File: src/rtl/workout_pkg.sv
// Shared workout types: sequencer phase encoding and default widths.
package workout_pkg;

  typedef enum logic [1:0] {
    PH_IDLE    = 2'b00,
    PH_WORKOUT = 2'b01,
    PH_REST    = 2'b10,
    PH_FINISH  = 2'b11
  } phase_t;

  localparam int W_DEF = 8;

endpackage

File: src/rtl/sec_prescaler.sv
// Divides the system clock down to a one-cycle tick per second.
module sec_prescaler #(
  parameter int TICK_DIV = 50_000_000
) (
  input  logic clk,
  input  logic clear,
  input  logic enable,
  output logic tick
);

  localparam int CW = (TICK_DIV > 1) ? $clog2(TICK_DIV) : 1;
  localparam logic [CW-1:0] LAST = CW'(TICK_DIV - 1);

  logic [CW-1:0] cnt;

  assign tick = enable && !clear && (cnt == LAST);

  always_ff @(posedge clk) begin
    if (clear)
      cnt <= '0;
    else if (enable)
      cnt <= (cnt == LAST) ? '0 : cnt + 1'b1;
  end

endmodule

File: src/rtl/phase_timer.sv
// Per-phase countdown: reloads on sequencer phase entry, counts down
// whole seconds, and holds time_done until the next phase change.
module phase_timer
  import workout_pkg::*;
#(
  parameter int TICK_DIV = 50_000_000,
  parameter int W        = W_DEF
) (
  input  logic         clk,
  input  logic         reset,
  input  phase_t       phase,
  input  logic [W-1:0] work_sec,
  input  logic [W-1:0] rest_sec,
  input  logic         pause,
  input  logic         skip,
  output logic [W-1:0] remaining,
  output logic         time_done,
  output logic         running,
  output logic         paused,
  output logic         sec_tick
);

  typedef enum logic [1:0] {
    T_STOP,
    T_RUN,
    T_PAUSED,
    T_EXPIRED
  } tstate_t;

  tstate_t      state, state_n;
  phase_t       prev_phase;
  logic [W-1:0] rem_n;
  logic         tick_n;
  logic         load;
  logic         active;
  logic         do_skip;
  logic         pre_clear;
  logic         pre_en;
  logic         tick;

  assign load    = (phase != prev_phase);
  assign active  = (state == T_RUN) || (state == T_PAUSED);
  assign do_skip = skip && (phase == PH_WORKOUT);

  // Enables only depend on registered state and inputs, never on tick.
  assign pre_clear = reset || load;
  assign pre_en    = active && !do_skip && !pause;

  sec_prescaler #(
    .TICK_DIV(TICK_DIV)
  ) u_presc (
    .clk   (clk),
    .clear (pre_clear),
    .enable(pre_en),
    .tick  (tick)
  );

  always_comb begin
    state_n = state;
    rem_n   = remaining;
    tick_n  = 1'b0;
    if (load) begin
      unique case (phase)
        PH_WORKOUT: begin
          rem_n   = work_sec;
          state_n = (work_sec == '0) ? T_EXPIRED : T_RUN;
        end
        PH_REST: begin
          rem_n   = rest_sec;
          state_n = (rest_sec == '0) ? T_EXPIRED : T_RUN;
        end
        default: begin
          rem_n   = '0;
          state_n = T_STOP;
        end
      endcase
    end else if (active) begin
      if (do_skip) begin
        rem_n   = '0;
        state_n = T_EXPIRED;
      end else if (pause) begin
        state_n = T_PAUSED;
      end else begin
        state_n = T_RUN;
        if (tick && remaining != '0) begin
          rem_n  = remaining - 1'b1;
          tick_n = 1'b1;
          if (remaining == W'(1))
            state_n = T_EXPIRED;
        end
      end
    end
  end

  always_ff @(posedge clk) begin
    if (reset) begin
      state      <= T_STOP;
      prev_phase <= PH_IDLE;
      remaining  <= '0;
      sec_tick   <= 1'b0;
    end else begin
      state      <= state_n;
      prev_phase <= phase;
      remaining  <= rem_n;
      sec_tick   <= tick_n;
    end
  end

  assign time_done = (state == T_EXPIRED);
  assign running   = (state == T_RUN);
  assign paused    = (state == T_PAUSED);

endmodule

File: config.mk
export PLATFORM = sky130hd
export DESIGN_NAME = phase_timer
export DESIGN_NICKNAME = d
export VERILOG_FILES = /design/src/rtl/workout_pkg.sv /design/src/rtl/sec_prescaler.sv /design/src/rtl/phase_timer.sv
export SDC_FILE = /design/constraint.sdc
export NUM_CORES = 1
export LEC_CHECK = 0
export CORE_ASPECT_RATIO = 0.8
export CORE_MARGIN = 10
export CORE_UTILIZATION = 35
export DETAILED_ROUTE_END_ITERATION = 8
export SLEW_MARGIN = 40
export SYNTH_ARGS = -nofsm -noshare
export SYNTH_HDL_FRONTEND = slang
export SYNTH_SLANG_ARGS = --single-unit
File: constraint.sdc
create_clock -name clk -period 6.2 [get_ports clk]
set_input_delay 1.24 -clock clk [delete_from_list [all_inputs] [get_ports clk]]
set_output_delay 1.24 -clock clk [all_outputs]
set_load 0.02 [all_outputs]
==> results.json <==
{
  "status": "complete, no violations",
  "cp_num_cells": 8,
  "layout-drive-gt1-share_pct": 6.90,
  "final-hold-violation-count": 0,
  "cts.sinks": 39,
  "ys_ff_latch": 39,
  "ys_async_sr_fraction_pct": 0,
  "antenna_left": 0,
  "synth_warnings": 0,
  "crit_buf_inv": 2,
  "postCtsSetupRepairBufs": 0,
  "cts_buffer_depth": 2,
  "worst_slack_ps": 1980,
  "tns_ps": 0,
  "viasPerCell": 5.35,
  "ir_drop_uv": 108,
  "cp-endpoint": "remaining[3]",
  "final_cell_mix": "dfxtp_1 (39), nor2_1 (37), clkdlybuf4s50_1 (33)",
  "grt_usage_pct": 11.4,
  "syn_area_per_cell_sq_um": 8.64,
  "clk_pin_slew_ps": 80,
  "required_ps": 6390,
  "leakage_nw": 0.885,
  "cts_tree": "built",
  "fin_skew_ps": 4.62,
  "crit_path_end_kind": "flip-flop",
  "syn_area_sq_mm": 0.00221,
  "worstSetupPathType": "in2reg",
  "p_per_area_mw_per_mm2": 235,
  "grt_max_degree": 25,
  "fmax_mhz": 237,
  "r2r_start": "state[0]",
  "port_buffers": 33,
  "rsz0062_at_grt": "no",
  "ys.flop_type": "dfxtp_1",
  "tightest_slew_ps": 686,
  "crit_path_start": "phase[1]",
  "grt_pass1_wl_um": 9250,
  "critPathLaunchType": "primary input",
  "wirelength_um": 5510,
  "overflow": 0,
  "max_slew_margin_pct": 54.3,
  "finalCritPeriodShare_pct": 68.1,
  "layout_min_cycle_time_ps": 4220,
  "core_area_sq_mm": 0.00601,
  "top_level_ports": 34,
  "power.total_mw": 0.642,
  "slowest_delay_ps": 680,
  "setup_viol": 0,
  "drcViolationCount": 0,
  "ff2ff_path_depth": 7,
  "antenna_found_initial": 0,
  "synth_edf_count": 0,
  "die_w_um": 109,
  "routabilityCongestion": 0.816,
  "hold_class": "reg2reg",
  "start_util_pct": 36.8,
  "regToRegEndpoint": "remaining[3]",
  "dieArea_sq_mm": 0.00992,
  "postCtsResizedCells": 0,
  "hpwl_um": 4190,
  "postSynthCellCount": 256,
  "wl_per_cell_um": 14.9,
  "cp_max_fo": 13,
  "syn_to_final_growth_pct": 23.5,
  "die_h_um": 91.1,
  "crit_arrival_ps": 4410,
  "cts.htree.levels": 2,
  "pre_cts_ws_ps": 1730,
  "cp_slowest_cell": "a2111oi_4",
  "cts-root-buf": "clkbuf_8",
  "dr.first_iter.drc_count": 123,
  "final_nets": 320,
  "synth_cell_type_count": 51,
  "cts_made_buffers": 5,
  "final_common_cell": "dfxtp_1",
  "ys_seq_area_share_pct": 35.3,
  "rows": 25,
  "critical-path-top-delay-family": "compound AO/OA/AOI/OAI gates",
  "drv_cap": 0,
  "syn-num-nets": 287,
  "path_cells": "clkdlybuf4s50_1 > inv_1 > ha_1 > a211o_4 > or4_4 > a2111oi_4 > o21ai_2 > a221oi_1",
  "maxSlewViolCount": 0,
  "num_vias": 1984,
  "reg2reg_slack_ps": 3150,
  "first_pass_iters": 5,
  "grt_pass1_vias": 1829,
  "hold_buffers": 0,
  "insertion_delay_ps": 290,
  "diodes": 0
}
Yosys cell counts, drive strengths merged, types with 3 or more instances:
cell type  count  area share, %
nor2          37            6.3
inv           12            2.0
a221oi         4            1.6
or3            4            1.1
xor2          18            7.1
nand2         14            2.4
nand4          8            2.3
a21oi          4           0.91
and3           4            1.1
o221a          3            1.5
xnor2         14            5.5
nor4           9            2.8
o221ai         3            1.2
clkbuf         7            1.2
a22oi          8            2.7
ha             9            5.1
nand3         14            3.2
dfxtp         39             35
nor3           9            2.0
registers in the layout, summed over array words and instances (netlist names):
signal / flops
remaining: 8
state: 2
sec_tick: 1
prev_phase: 2
u_presc.cnt: 26
logic make-up after synthesis:
family	synth area share, %
compound gates	16.9
xor+xnor	12.7
buf+inv	3.90
fa+ha+maj	5.09
simple gates	26.2
flops	35.3
how the worst min path moves through the flow:
| stage | from | to | slack [ps] | cells past startpoint |
|---|---|---|---|---|
| 2_1_floorplan | u_presc.cnt[1] | u_presc.cnt[1] | 470 | 2 |
| 3_3_place_gp | u_presc.cnt[1] | u_presc.cnt[1] | 480 | 2 |
| 3_5_place_dp | u_presc.cnt[1] | u_presc.cnt[1] | 490 | 2 |
| 4_1_cts | u_presc.cnt[1] | u_presc.cnt[1] | 510 | 2 |
| 5_1_grt | u_presc.cnt[1] | u_presc.cnt[1] | 540 | 2 |
| 6_report | u_presc.cnt[1] | u_presc.cnt[1] | 500 | 2 |
metrics by stage:
stage / std cells / instance area [sq um] / util, % / hold slack, ps
floorplan: 256 / 2210 / - / 467
global placement: 362 / 2610 / 43.5 / 479
detailed placement: 363 / 2620 / 43.5 / 489
CTS: 371 / 2730 / 45.5 / 506
global route: 371 / 2730 / 45.5 / 536
finish: 371 / 2730 / 45.5 / 503
worst register-to-register path, stage by stage (launching register included):
cell and delay (ps):
dfxtp_1 390, inv_1 60, ha_1 370, a211o_4 380, or4_4 560, a2111oi_4 680
o21ai_2 170, a221oi_1 330
final cells by class:
type                            count  area [sq um]
Inverter                           12          45.0
Fill cell                         609          3270
Tap cell                           81           101
Clock inverter                      2          35.0
Clock buffer                        6          82.6
Timing Repair Buffer               35           343
Sequential cell                    39           781
Multi-Input combinational cell    196          1350
report_power, final:
group          internal (mW)  switching, mW
Clock                  0.130         0.0889
Sequential             0.260         0.0129
Combinational         0.0682         0.0824
Total                  0.458          0.184
layer usage:
| metal | part of all wire, % | up-vias | GRT usage (%) |
|---|---|---|---|
| met3 | 6.6 | 5 | 3.67 |
| met4 | 0.94 | 0 | 2.96 |
| li1 | - | 1002 | - |
| met2 | 42 | 58 | 15.4 |
| met1 | 50 | 919 | 16.6 |
| met5 | 0 | - | 0 |
No activity file was read; power rests on OpenSTA's default activity.
